$ cat config.mk
export PLATFORM = sky130hd
export DESIGN_NAME = seq_event_log
export DESIGN_NICKNAME = d
export VERILOG_FILES = /design/src/rtl/seq_event_log_pkg.sv /design/src/rtl/sync_fifo.sv /design/src/rtl/seq_event_log.sv
export SDC_FILE = /design/constraint.sdc
export NUM_CORES = 1
export LEC_CHECK = 0
export BUFFER_PORTS_ARGS = -buffer_cell sky130_fd_sc_hd__buf_2
export CORE_ASPECT_RATIO = 0.6
export CORE_MARGIN = 1.5
export CORE_UTILIZATION = 59
export DETAILED_ROUTE_END_ITERATION = 8
export PLACE_DENSITY_LB_ADDON = 0.05
export SYNTH_ARGS = -nofsm -noshare
export SYNTH_HDL_FRONTEND = slang
export SYNTH_SLANG_ARGS = --single-unit
$ cat constraint.sdc
create_clock -name clk -period 2.5 [get_ports clk]
set_input_delay 0.125 -clock clk [delete_from_list [all_inputs] [get_ports clk]]
set_output_delay 0.125 -clock clk [all_outputs]
set_load 0.05 [all_outputs]
$ cat src/rtl/seq_event_log_pkg.sv
// Shared definitions for the detection event logger: parameter defaults and
// the pairing FSM state encoding.
package seq_event_log_pkg;

    localparam int TS_W_DEF  = 16;
    localparam int CNT_W_DEF = 8;
    localparam int DEPTH_DEF = 4;

    typedef enum logic {
        IDLE       = 1'b0,
        WAIT_MOORE = 1'b1
    } pair_state_e;

endpackage

$ cat src/rtl/sync_fifo.sv
// Single-clock first-word-fall-through FIFO with a drop indication for pushes
// refused while full. Pointers carry one extra wrap bit to tell full from empty.
module sync_fifo #(
    parameter int WIDTH = 16,
    parameter int DEPTH = 4
) (
    input  logic             clk,
    input  logic             rst_n,
    input  logic             clr,
    input  logic             push,
    input  logic [WIDTH-1:0] push_data,
    output logic             full,
    input  logic             pop,
    output logic [WIDTH-1:0] pop_data,
    output logic             empty,
    output logic             drop
);

    localparam int AW = $clog2(DEPTH);

    logic [WIDTH-1:0] mem [DEPTH];
    logic [AW:0]      wr_ptr;
    logic [AW:0]      rd_ptr;
    logic             do_push;
    logic             do_pop;

    assign empty = (wr_ptr == rd_ptr);
    assign full  = (wr_ptr[AW] != rd_ptr[AW]) && (wr_ptr[AW-1:0] == rd_ptr[AW-1:0]);

    // A pop in the same cycle frees the slot, so a full FIFO still accepts the push.
    assign do_pop  = pop && !empty;
    assign do_push = push && (!full || do_pop);
    assign drop    = push && full && !do_pop;

    // Head is forced to zero when empty so stale storage never shows after reset.
    assign pop_data = empty ? '0 : mem[rd_ptr[AW-1:0]];

    // NOTE: sequential state uses non-blocking assignments so every register
    // samples pre-edge values regardless of block evaluation order.
    always_ff @(posedge clk or negedge rst_n) begin
        if (!rst_n) begin
            wr_ptr <= '0;
            rd_ptr <= '0;
        end else if (clr) begin
            wr_ptr <= '0;
            rd_ptr <= '0;
        end else begin
            if (do_push) wr_ptr <= wr_ptr + (AW+1)'(1);
            if (do_pop)  rd_ptr <= rd_ptr + (AW+1)'(1);
        end
    end

    // NOTE: storage is deliberately left unreset; the pointers alone define
    // which entries are live, which keeps the array a plain register file.
    always_ff @(posedge clk) begin
        if (do_push && !clr) mem[wr_ptr[AW-1:0]] <= push_data;
    end

endmodule

$ cat src/rtl/seq_event_log.sv
// Detection logger: counts Mealy/Moore pulses, checks that each Mealy pulse is
// followed by a Moore pulse one cycle later, and queues Mealy timestamps.
module seq_event_log
    import seq_event_log_pkg::*;
#(
    parameter int TS_W  = TS_W_DEF,
    parameter int CNT_W = CNT_W_DEF,
    parameter int DEPTH = DEPTH_DEF
) (
    input  logic             clk,
    input  logic             rst,
    input  logic             dout_mealy,
    input  logic             dout_moore,
    input  logic             clr,
    output logic             ev_valid,
    input  logic             ev_ready,
    output logic [TS_W-1:0]  ev_ts,
    output logic [CNT_W-1:0] mealy_cnt,
    output logic [CNT_W-1:0] moore_cnt,
    output logic             mismatch,
    output logic             overflow
);

    logic [TS_W-1:0] ts;
    pair_state_e     state_q;
    pair_state_e     state_d;
    logic            mismatch_set;
    logic            fifo_empty;
    logic            fifo_drop;
    logic            unused_full;

    always_ff @(posedge clk or negedge rst) begin
        if (!rst) begin
            ts        <= '0;
            mealy_cnt <= '0;
            moore_cnt <= '0;
            state_q   <= IDLE;
            mismatch  <= 1'b0;
            overflow  <= 1'b0;
        end else if (clr) begin
            ts        <= '0;
            mealy_cnt <= '0;
            moore_cnt <= '0;
            state_q   <= IDLE;
            mismatch  <= 1'b0;
            overflow  <= 1'b0;
        end else begin
            ts      <= ts + TS_W'(1);
            state_q <= state_d;
            if (dout_mealy && (mealy_cnt != '1)) mealy_cnt <= mealy_cnt + CNT_W'(1);
            if (dout_moore && (moore_cnt != '1)) moore_cnt <= moore_cnt + CNT_W'(1);
            if (mismatch_set) mismatch <= 1'b1;
            if (fifo_drop)    overflow <= 1'b1;
        end
    end

    // NOTE: every output of this block gets a default first, so no path can
    // leave a value unassigned and infer a latch.
    always_comb begin
        state_d      = state_q;
        mismatch_set = 1'b0;
        unique case (state_q)
            IDLE: begin
                if (dout_mealy) state_d = WAIT_MOORE;
                if (dout_moore) mismatch_set = 1'b1;
            end
            WAIT_MOORE: begin
                if (!dout_moore) mismatch_set = 1'b1;
                state_d = dout_mealy ? WAIT_MOORE : IDLE;
            end
            default: state_d = IDLE;
        endcase
    end

    sync_fifo #(
        .WIDTH (TS_W),
        .DEPTH (DEPTH)
    ) u_fifo (
        .clk       (clk),
        .rst_n     (rst),
        .clr       (clr),
        .push      (dout_mealy),
        .push_data (ts),
        .full      (unused_full),
        .pop       (ev_ready),
        .pop_data  (ev_ts),
        .empty     (fifo_empty),
        .drop      (fifo_drop)
    );

    assign ev_valid = !fifo_empty;

endmodule

==> results of run 1 <==
==> power groups by stage <==
stage	logic (uW)	registers, uW	clock network, uW
after global placement	937	1980	0
after CTS	943	1940	1270
final	930	1940	1250
after global routing	993	1950	1330
after detailed placement	940	1980	0
after floorplan	726	1980	0
==> worst max-delay path by stage <==
stage / start / slack, ps / cells after the start / endpoint
finish: u_fifo.rd_ptr[0]$_DFFE_PN0P_ / 220 / 4 / ev_ts[11]
CTS: u_fifo.rd_ptr[0]$_DFFE_PN0P_ / 180 / 4 / ev_ts[11]
floorplan: u_fifo.rd_ptr[0]$_DFFE_PN0P_ / 580 / 4 / ev_ts[10]
global placement: u_fifo.rd_ptr[0]$_DFFE_PN0P_ / 560 / 4 / ev_ts[11]
global route: u_fifo.rd_ptr[0]$_DFFE_PN0P_ / 100 / 4 / ev_ts[12]
detailed placement: u_fifo.rd_ptr[0]$_DFFE_PN0P_ / 550 / 5 / u_fifo.mem[2][9]$_DFFE_PP_
==> state kept, by name, summed over array words and instances (netlist names) <==
| register | flops |
|---|---|
| mealy_cnt | 8 |
| ts | 16 |
| overflow | 1 |
| u_fifo.mem | 64 |
| moore_cnt | 8 |
| u_fifo.rd_ptr | 3 |
| u_fifo.wr_ptr | 3 |
| mismatch | 1 |
| state_q | 1 |
==> Yosys cell counts (2+ instances only) <==
cell type  instances  share of area
a21oi_1            8         0.0087
a31oi_1            4         0.0055
and2_1             4         0.0055
and3_1             4         0.0055
and4_1             4         0.0077
buf_4              2         0.0033
clkbuf_1           5         0.0041
dfrtp_1           41           0.22
edfxtp_1          64           0.42
ha_1               8          0.022
inv_1              8         0.0066
mux2i_1            5          0.011
mux4_2            16          0.079
nand2_1            9         0.0074
nand3_1           11          0.012
nand4_1            4         0.0055
nor2_1            32          0.026
nor2b_1           19          0.026
nor3_1             8         0.0087
nor4_2             3         0.0082
o2111ai_1          3         0.0057
o211a_1            2         0.0044
o211ai_1           2         0.0033
o21ai_0            8         0.0087
or3_1              4         0.0055
xnor2_1           11          0.021
xor2_1            10          0.019
xor2_4             2          0.012
==> critical path, delay by kind of cell (launching register included) <==
| kind | cells | cell delay (ps) |
|---|---|---|
| DFF | 1 | 640 |
| buffers and inverters | 2 | 520 |
| muxes | 1 | 500 |
| and+or+nand+nor | 1 | 150 |
==> area by class of cell <==
| type | count | area, um^2 | area share |
|---|---|---|---|
| clock inverter | 7 | 37.5 | 0.00723 |
| multi-input combinational | 190 | 1550 | 0.298 |
| inverter | 8 | 30.0 | 0.00578 |
| timing repair buffer | 50 | 278 | 0.0535 |
| sequential | 105 | 2950 | 0.568 |
| tap | 104 | 130 | 0.0251 |
| clock buffer | 9 | 225 | 0.0434 |
==> routing by layer <==
metal  vias up  global-route usage
met5         -                   0
met4         0              0.0522
met3         3              0.0677
met2        61               0.304
met1      1354               0.376
li1       1275                   -
==> kinds of logic after synthesis <==
family,Yosys count,synth area share
adder cells (fa/ha/maj),8,0.0219
XOR/XNOR,23,0.0522
multiplexers,21,0.0897
flip-flops,105,0.644
AND/OR/NAND/NOR,108,0.129
AO/OA/AOI/OAI,30,0.0446
buffers and inverters,18,0.0183
==> per-stage QoR <==
| stage | util | instances | setup slack, ps | hold WS [ps] | cell area (um^2) |
|---|---|---|---|---|---|
| global route | 0.703 | 473 | 99.7 | 9.29 | 5190 |
| CTS | 0.703 | 473 | 182 | 6.45 | 5190 |
| floorplan | - | 313 | 584 | -171 | 4580 |
| detailed placement | 0.666 | 456 | 550 | 316 | 4920 |
| global placement | 0.666 | 456 | 562 | 311 | 4920 |
| finish | 0.703 | 473 | 215 | 16.9 | 5190 |
==> cells in the final DEF, fill, tap and decap left out, drive strengths merged, types with 5 or more instances in the layout <==
cell type  netlist  routed
a21oi            8       8
edfxtp          64      64
clkbuf           5       9
buf              5      49
xnor2           11      11
mux2i            5       5
o21ai            8       8
mux4            16      16
nor2b           19      19
nand4            5       5
nor3             9       9
inv              8       8
ha               8       8
nor2            32      32
clkinv           0       7
nand2            9       9
dfrtp           41      41
xor2            12      12
nand3           11      11
==> metrics.md, run 1 <==
| Metric | Value |
|---|---|
| Outcome | complete, no violations |
| Detailed Place HPWL | 5750 um |
| Drt pass-1 iters | 4 |
| Least-Margin Pin Slew | 912 ps |
| Lkg Pwr | 0.00208 uW |
| Register area share after synthesis | 0.644 |
| H-tree levels | 3 |
| Power Density | 794 nW/um^2 |
| Skew final | 7.02 ps |
| DIE WIDTH | 117 um |
| Worst Path Arrival | 2160 ps |
| Clock Sinks | 105 |
| Final setup TNS | 0 ps |
| Final setup fails | 0 |
| Syn nets | 327 |
| Total of max-cap violations | 0 |
| Largest net degree at the start of global routing | 42 |
| Post-route clock period utilization | 0.914 |
| Die area | 8310 um^2 |
| R2R Path End | u_fifo.mem[2][11]$_DFFE_PP_ |
| Post-Syn Instances | 313 |
| CTS buffer count | 9 |
| RSZ-0062 raised after global routing | false |
| WS Path Type | flop to output port |
| CTS tree | built |
| Syn Area/Cell | 14.6 um^2 |
| Worst hold endpoint | state_q$_DFF_PN0_ |
| Synth Cell Area | 4580 um^2 |
| Met1 WL | 4500 um |
| Setup crit start kind | flop |
| Hold path start | clr |
| Share of layout cells above drive strength 1 | 0.236 |
| Placer congestion estimate | 0.781 |
| Yosys warning total | 0 |
| Metal3 WL | 453 um |
| Cts hold-fix bufs | 1 |
| DR WL met2 | 3570 um |
| Routed WL | 8560 um |
| DRC Markers | 0 |
| Final Max Tran Viols | 0 |
| Worst r2r src | u_fifo.rd_ptr[0]$_DFFE_PN0P_ |
| Max layer used | met4 |
| Rows | 24 |
| Vias/cell | 5.69 |
| Io pins | 41 |
| Post-CTS setup buffers | 0 |
| Sequential Power Share | 0.471 |
| P_int | 2840 uW |
| Die Ht | 71.2 um |
| Hold Path Cell Cnt | 2 |
| Initial Util | 0.620 |
| Clock Latency Late Sink | 340 ps |
| EDFF count, synth | 64 |
| Main synth FF type | edfxtp_1 |
| CP max stage delay | 640 ps |
| Tot Pwr | 4120 uW |
| Post-DR wirelength/cell | 18.1 um |
| Critical Path Slowest Stage Cell | dfrtp_1 |
| Worst-case reg-to-reg path depth | 5 |
| Slew HR | 0.392 |
| Clk pin slew, worst setup/hold paths | 70 ps |
| Gr ovfl total | 0 |
| ANT nets after route | 0 |
| Final Hold Viols | 0 |
| Max rail drop VDD | 0.394 mV |
| Sw frac | 0.311 |
| Worst path required time | 2380 ps |
| Post-synthesis register bit count | 105 |
| Initial antenna violation count | 0 |
| Fmax | 438 MHz |
| First-pass GRT wire length | 13800 um |
| R2R setup slack | 550 ps |
| Post-layout min period | 2280 ps |
| Clock share of power | 0.303 |
| Syn-to-layout area delta | 13.5% |
| Ant. Diodes | 0 |
| Combinational share of power | 0.226 |
| Vias in the first global route | 2523 |
| CP max FO | 8 |
| Fin nets | 378 |
| Asr flop ratio synth | 0.390 |
| NetSw | 1280 uW |
| Synth cell types | 40 |
| Vias | 2693 |
| 1st-iter DRT viols | 230 |
| Worst hold path type | input pin to flop |
| CTS Buffer Depth | 2 |
| All-Layer GR Usage | 0.229 |
| # fillers | 499 |
| Cell Chain, Critical Path | buf_4 -> mux4_2 -> nor2b_1 -> buf_2 |
| Post-cts resize count | 0 |
| Worst Setup End Kind | output port |
| CTS root buf | clkbuf_16 |
| Core area | 7390 um^2 |
| # port buffers | 40 |
No activity file was read; power rests on OpenSTA's default activity.
==> run 2: changes to the inputs <==
ABC_AREA = 1   (was unset)
==> metrics.md, run 2 <==
| Metric | Value |
|---|---|
| Final Hold Viols | 0 (unchanged) |
| Met3 Usage GRT | 0.0648 (-0.00284) |
| Worst hold path type | input pin to flop |
| CTS root buf | clkbuf_16 |
| Count leader, synth | nand2_1 |
| Fmax | 459 MHz (+4.8%) |
| Die Ht | 73.0 um (+2.5%) |
| Met1 GRT Util | 0.383 (+0.00645) |
| Syn-to-layout area delta | 13.0% |
| Clock Latency Late Sink | 350 ps (about the same) |
| Synth cell types | 30 (-25%) |
| Post-CTS setup buffers | 0 (unchanged) |
| Detailed Place HPWL | 6640 um (+15%) |
| # port buffers | 40 (unchanged) |
| Ant. Diodes | 0 (unchanged) |
| Cell Chain, Critical Path | inv_4 -> nand2_2 -> nand2_1 -> nor2_4 -> nand2_2 -> nand2_1 -> inv_1 -> buf_2 |
| Post-layout min period | 2180 ps (-105 ps) |
| Io pins | 41 (unchanged) |
| Fin nets | 552 (+46%) |
| Final Max Tran Viols | 0 (unchanged) |
| Syn nets | 509 (+56%) |
| Most frequent cells in the layout | nand2_1, nor2_1, edfxtp_1 |
| DIE WIDTH | 120 um (+2.5%) |
| Vias | 3527 (+31%) |
| R2R setup slack | 700 ps (+150 ps) |
| Rows | 25 (+4.2%) |
| Vias in the first global route | 3205 (+27%) |
| Final setup fails | 0 (unchanged) |
| CP max FO | 21 (+13) |
| Synth Cell Area | 4810 um^2 (+5.2%) |
| Post-cts resize count | 0 (unchanged) |
| Main synth FF type | edfxtp_1 |
| All-Layer GR Usage | 0.251 (+0.0214) |
| Clk pin slew, worst setup/hold paths | 70 ps (about the same) |
| CTS tree | built |
| Worst Path Arrival | 2050 ps (-110 ps) |
| Area share of the largest cell type after synthesis | 0.399 (-0.0207) |
| Largest net degree at the start of global routing | 42 (unchanged) |
| Max rail drop VDD | 0.489 mV (+24%) |
| Routed WL | 10000 um (+17%) |
| First-pass GRT wire length | 16200 um (+17%) |
| Least-Margin Pin Slew | 935 ps (+23.3 ps) |
| Worst path required time | 2380 ps (about the same) |
| Worst path depth | 8 (+4) |
| Initial antenna violation count | 0 (unchanged) |
| Lkg Pwr | 0.00243 uW (+17%) |
| Share of layout cells above drive strength 1 | 0.151 (-0.0848) |
| Total of max-cap violations | 0 (unchanged) |
| Worst Setup End Kind | output port |
| Slew HR | 0.377 (-0.0155) |
| Initial Util | 0.611 (-0.00879) |
| Tot Pwr | 4140 uW (+0.33%) |
| Placer congestion estimate | 0.842 (+7.8%) |
| WS Path Type | flop to output port |
| DRC Markers | 0 (unchanged) |
| Post-DR wirelength/cell | 15.4 um (-15%) |
| WP buf/inv | 3 (+1) |
| Skew final | 7.01 ps (-0.00541 ps) |
| Worst path top cell family by delay | simple AND/OR/NAND/NOR gates |
| Gr ovfl total | 0 (unchanged) |
| Met2 GRT Util | 0.356 (+0.0522) |
| Syn Area/Cell | 9.73 um^2 (-33%) |
| Post-synth top cells | nand2_1, nor2_1, edfxtp_1 |
| Critical Path Slowest Stage Cell | dfrtp_1 |
| Power Density | 760 nW/um^2 (-4.2%) |
| Post-synthesis register bit count | 105 (unchanged) |
| Asr flop ratio synth | 0.390 (unchanged) |
| Drt pass-1 iters | 4 (unchanged) |
| EDFF count, synth | 64 (unchanged) |
| Core area | 7880 um^2 (+6.7%) |
| Global route hottest layer | met1 |
| CP max stage delay | 530 ps (-110 ps) |
| ANT nets after route | 0 (unchanged) |
| RSZ-0062 raised after global routing | false |
| Yosys warning total | 0 (unchanged) |
| Die area | 8730 um^2 (+5.0%) |
| CTS buffer count | 9 (unchanged) |
| Final setup TNS | 0 ps (unchanged) |
| CTS Buffer Depth | 2 (unchanged) |
| Top cell type by total area after synthesis | edfxtp_1 |
| # fillers | 641 (+28%) |
| H-tree levels | 3 (unchanged) |
| Post-Syn Instances | 495 (+58%) |
| 1st-iter DRT viols | 292 (+27%) |
| Clock Sinks | 105 (unchanged) |
| Outcome | complete, no violations |
| Worst-case reg-to-reg path depth | 8 (+3) |
| Hold Path Cell Cnt | 2 (unchanged) |
| Vias/cell | 5.42 (-4.8%) |
| Max reg flops | 64 (unchanged) |
| Post-route clock period utilization | 0.872 (-0.0420) |
| Cts hold-fix bufs | 1 (unchanged) |
| Commonest non-fill, non-tap cell in the layout | nand2_1 |
| Top cells by area, synth | edfxtp_1, dfrtp_1, nand2_1 |
| Setup crit start kind | flop |
| Register area share after synthesis | 0.612 (-0.0318) |
run 2: changes by cell type after synthesis, moves of 6 or more:
cell / before / now
nand4_1: 4 / 14
nor2_1: 32 / 74
xnor2_1: 11 / 1
nor3_1: 8 / 2
nand2_1: 9 / 101
nand2_2: 0 / 8
mux4_2: 16 / 0
o21ai_0: 8 / 37
nor2b_1: 19 / 0
nand3_1: 11 / 26
inv_1: 8 / 50
o22ai_1: 0 / 16
run 2: cell families after synthesis:
family / after synthesis / synth area share
simple gates: 231 / 0.205
flops: 105 / 0.612
compound gates: 71 / 0.0811
xor+xnor: 8 / 0.0146
fa+ha+maj: 8 / 0.0208
buf+inv: 72 / 0.0660
run 2: final cells by class:
type                            instances  area, um^2  area share
Clock inverter                          4        55.1      0.0101
Multi-Input combinational cell        318        1550       0.285
Timing Repair Buffer                   49         270      0.0497
Clock buffer                           12         268      0.0492
Inverter                               55         216      0.0398
Sequential cell                       105        2950       0.542
Tap cell                              108         135      0.0248
run 2: report_power, final:
part / switching, uW / total, uW / internal (uW)
Clock: 616 / 1490 / 871
Combinational: 556 / 718 / 162
Sequential: 46.4 / 1930 / 1880
run 2: worst paths after layout:
path                                              start                           to
max                        u_fifo.rd_ptr[1]$_DFFE_PN0P_                    ev_ts[13]
min                                                 clr            state_q$_DFF_PN0_
max reg2reg                u_fifo.rd_ptr[1]$_DFFE_PN0P_  u_fifo.mem[2][12]$_DFFE_PP_
min reg2reg                        mismatch$_DFFE_PN0P_         mismatch$_DFFE_PN0P_
max in group asynchronous                           rst             ts[13]$_DFF_PN0_
min in group asynchronous                           rst     moore_cnt[7]$_DFFE_PN0P_
run 2: metal layers:
layer / vias up / share of wire
met2: 108 / 0.42
li1: 1737 / -
met3: 11 / 0.069
met4: 0 / 0.0098
met5: - / 0
met1: 1671 / 0.50
run 2: worst register-to-register path, delay by kind of cell, from the launching register on:
| kind | cells | cell delay, ps |
|---|---|---|
| and+or+nand+nor | 6 | 540 |
| buffers and inverters | 2 | 450 |
| DFF | 1 | 490 |
run 2: stage by stage:
stage	cell area (um^2)	setup WS (ps)	hold WS, ps	utilization	cells
floorplan	4810	465	-171	-	495
global placement	5110	736	317	0.648	634
detailed placement	5110	679	318	0.648	634
CTS	5440	318	23.3	0.690	651
global route	5440	176	37.9	0.690	651
finish	5440	320	32.7	0.690	651
==> run 3: changes to the inputs <==
ABC_AREA = unset   (was 1)
CORE_UTILIZATION = 60   (was 59)
clock period = 2.8 ns   (was 2.5 ns; I/O delays follow)
==> metrics.md, run 3 (same netlist as run 1, synthesis figures left out) <==
| Metric | Value |
|---|---|
| Io pins | 41 (unchanged) |
| Gr ovfl total | 0 (unchanged) |
| Dpl cells | 455 (-28%) |
| Least-Margin Pin Slew | 940 ps (+5.27 ps) |
| Worst hold path type | input pin to flop |
| Worst-case reg-to-reg path depth | 5 (-3) |
| CTS tree | built |
| Slew HR | 0.373 (-0.00352) |
| Hold Path Cell Cnt | 2 (unchanged) |
| Post-layout util | 0.715 (+0.0243) |
| Commonest non-fill, non-tap cell in the layout | edfxtp_1 |
| Vias | 2654 (-25%) |
| Worst Setup End Kind | output port |
| Fin cells | 472 (-27%) |
| Fin nets | 377 (-32%) |
| Worst path required time | 2660 ps (+280 ps) |
| CTS buffer count | 9 (unchanged) |
| Clock Sinks | 105 (unchanged) |
| Post-layout min period | 2400 ps |
| Most frequent cells in the layout | edfxtp_1, dfrtp_1, buf_2 |
| Post-DR wirelength/cell | 18.1 um (+17%) |
| Placer congestion estimate | 0.788 (-6.3%) |
| Post-route clock period utilization | 0.857 |
| R2R setup slack | 850 ps (+150 ps) |
| Clk pin slew, worst setup/hold paths | 70 ps (about the same) |
| CTS Buffer Depth | 2 (unchanged) |
| Rows | 24 (-4.0%) |
| 1st-iter DRT viols | 172 (-41%) |
| Lkg Pwr | 0.00209 uW (-14%) |
| Max rail drop VDD | 0.401 mV (-18%) |
| Tot Pwr | 3860 uW (-6.7%) |
| Setup crit start kind | flop |
| Detailed Place HPWL | 5520 um (-17%) |
| Outcome | complete, no violations |
| Initial antenna violation count | 0 (unchanged) |
| Initial Util | 0.625 (+0.0139) |
| Final Hold Viols | 0 (unchanged) |
| RSZ-0062 raised after global routing | false |
| Skew final | 6.05 ps (-0.967 ps) |
| First-pass GRT wire length | 13700 um (-15%) |
| CP max FO | 9 (-57%) |
| All-Layer GR Usage | 0.231 (-0.0199) |
| Total of max-cap violations | 0 (unchanged) |
| Ant. Diodes | 0 (unchanged) |
| Vias/cell | 5.62 (+3.8%) |
| Die Ht | 70.7 um (-3.2%) |
| WS Path Type | flop to output port |
| # fillers | 520 (-19%) |
| Drt pass-1 iters | 4 (unchanged) |
| Power Density | 737 nW/um^2 (-3.0%) |
| Final Max Tran Viols | 0 (unchanged) |
| Largest net degree at the start of global routing | 42 (unchanged) |
| Routed WL | 8520 um (-15%) |
| Worst Path Arrival | 2260 ps (+210 ps) |
| Share of layout cells above drive strength 1 | 0.236 (+0.0854) |
| ANT nets after route | 0 (unchanged) |
| Clock Latency Late Sink | 340 ps (about the same) |
| Max reg flops | 64 (unchanged) |
| Syn-to-layout area delta | 14.4% |
| Core area | 7330 um^2 (-7.0%) |
| Fmax | 417 MHz |
| # port buffers | 40 (unchanged) |
| CTS root buf | clkbuf_16 |
| H-tree levels | 3 (unchanged) |
| DIE WIDTH | 116 um (-3.2%) |
| Die area | 8180 um^2 (-6.3%) |
| Vias in the first global route | 2514 (-22%) |
| Final setup TNS | 0 ps (unchanged) |
| DRC Markers | 0 (unchanged) |
| Final setup fails | 0 (unchanged) |
run 3: changes by cell type in the layout (fill, tap and decap cells not counted), moves of 19 or more:
| cell | delta |
|---|---|
| inv_1 | -42 |
| o21ai_0 | -29 |
| nor2_1 | -42 |
| nand2_1 | -92 |
| nor2b_1 | +19 |
run 3: where the power goes:
part / switching (uW) / internal, uW
combinational: 581 / 259
sequential: 38.0 / 1680
clock: 517 / 782
run 3: through the flow:
| step | hold WS [ps] | cell area [um^2] | setup WS (ps) |
|---|---|---|---|
| floorplan | -156 | 4580 | 869 |
| global placement | 337 | 4910 | 745 |
| detailed placement | 332 | 4910 | 777 |
| CTS | 0.693 | 5240 | 396 |
| global route | 11.2 | 5240 | 209 |
| finish | 14.1 | 5240 | 400 |
run 3: critical path: stages (launching register included):
cell     delay, ps
dfrtp_1        480
xor2_4         220
nor3_2         680
buf_4          290
nor2b_1         50
buf_2          200
run 3: layout make-up:
cell class,count,area (um^2),share of cell area
clock inverter,5,80.1,0.0153
timing repair buffer,49,270,0.0516
multi-input combinational,190,1550,0.295
sequential,105,2950,0.563
tap,104,130,0.0249
clock buffer,11,233,0.0444
inverter,8,30.0,0.00573
run 3: worst paths after layout:
check,startpoint,endpoint
min in group asynchronous,rst,moore_cnt[7]$_DFFE_PN0P_
worst min-delay path,clr,state_q$_DFF_PN0_
worst max register to register,u_fifo.wr_ptr[1]$_DFFE_PN0P_,u_fifo.mem[1][13]$_DFFE_PP_
max in group asynchronous,rst,overflow$_DFFE_PN0P_
worst min register to register,mismatch$_DFFE_PN0P_,mismatch$_DFFE_PN0P_
worst max-delay path,u_fifo.wr_ptr[1]$_DFFE_PN0P_,ev_ts[5]
run 3: what timing repair did:
item	CTS	global route
resized for setup	0	0
hold endpoints to repair	41	0
hold buffers	1	0
endpoints found under the setup margin	0	0
buffers inserted	0	0
run 3: metal layers:
metal  GRT usage  wire [um]  up-vias  part of all wire
met5           0          0        -                 0
met4      0.0772         55        0            0.0065
met3      0.0617        476        4             0.056
met2       0.306       3710       71              0.44
met1       0.372       4280     1315              0.50
li1            -          -     1264                 -
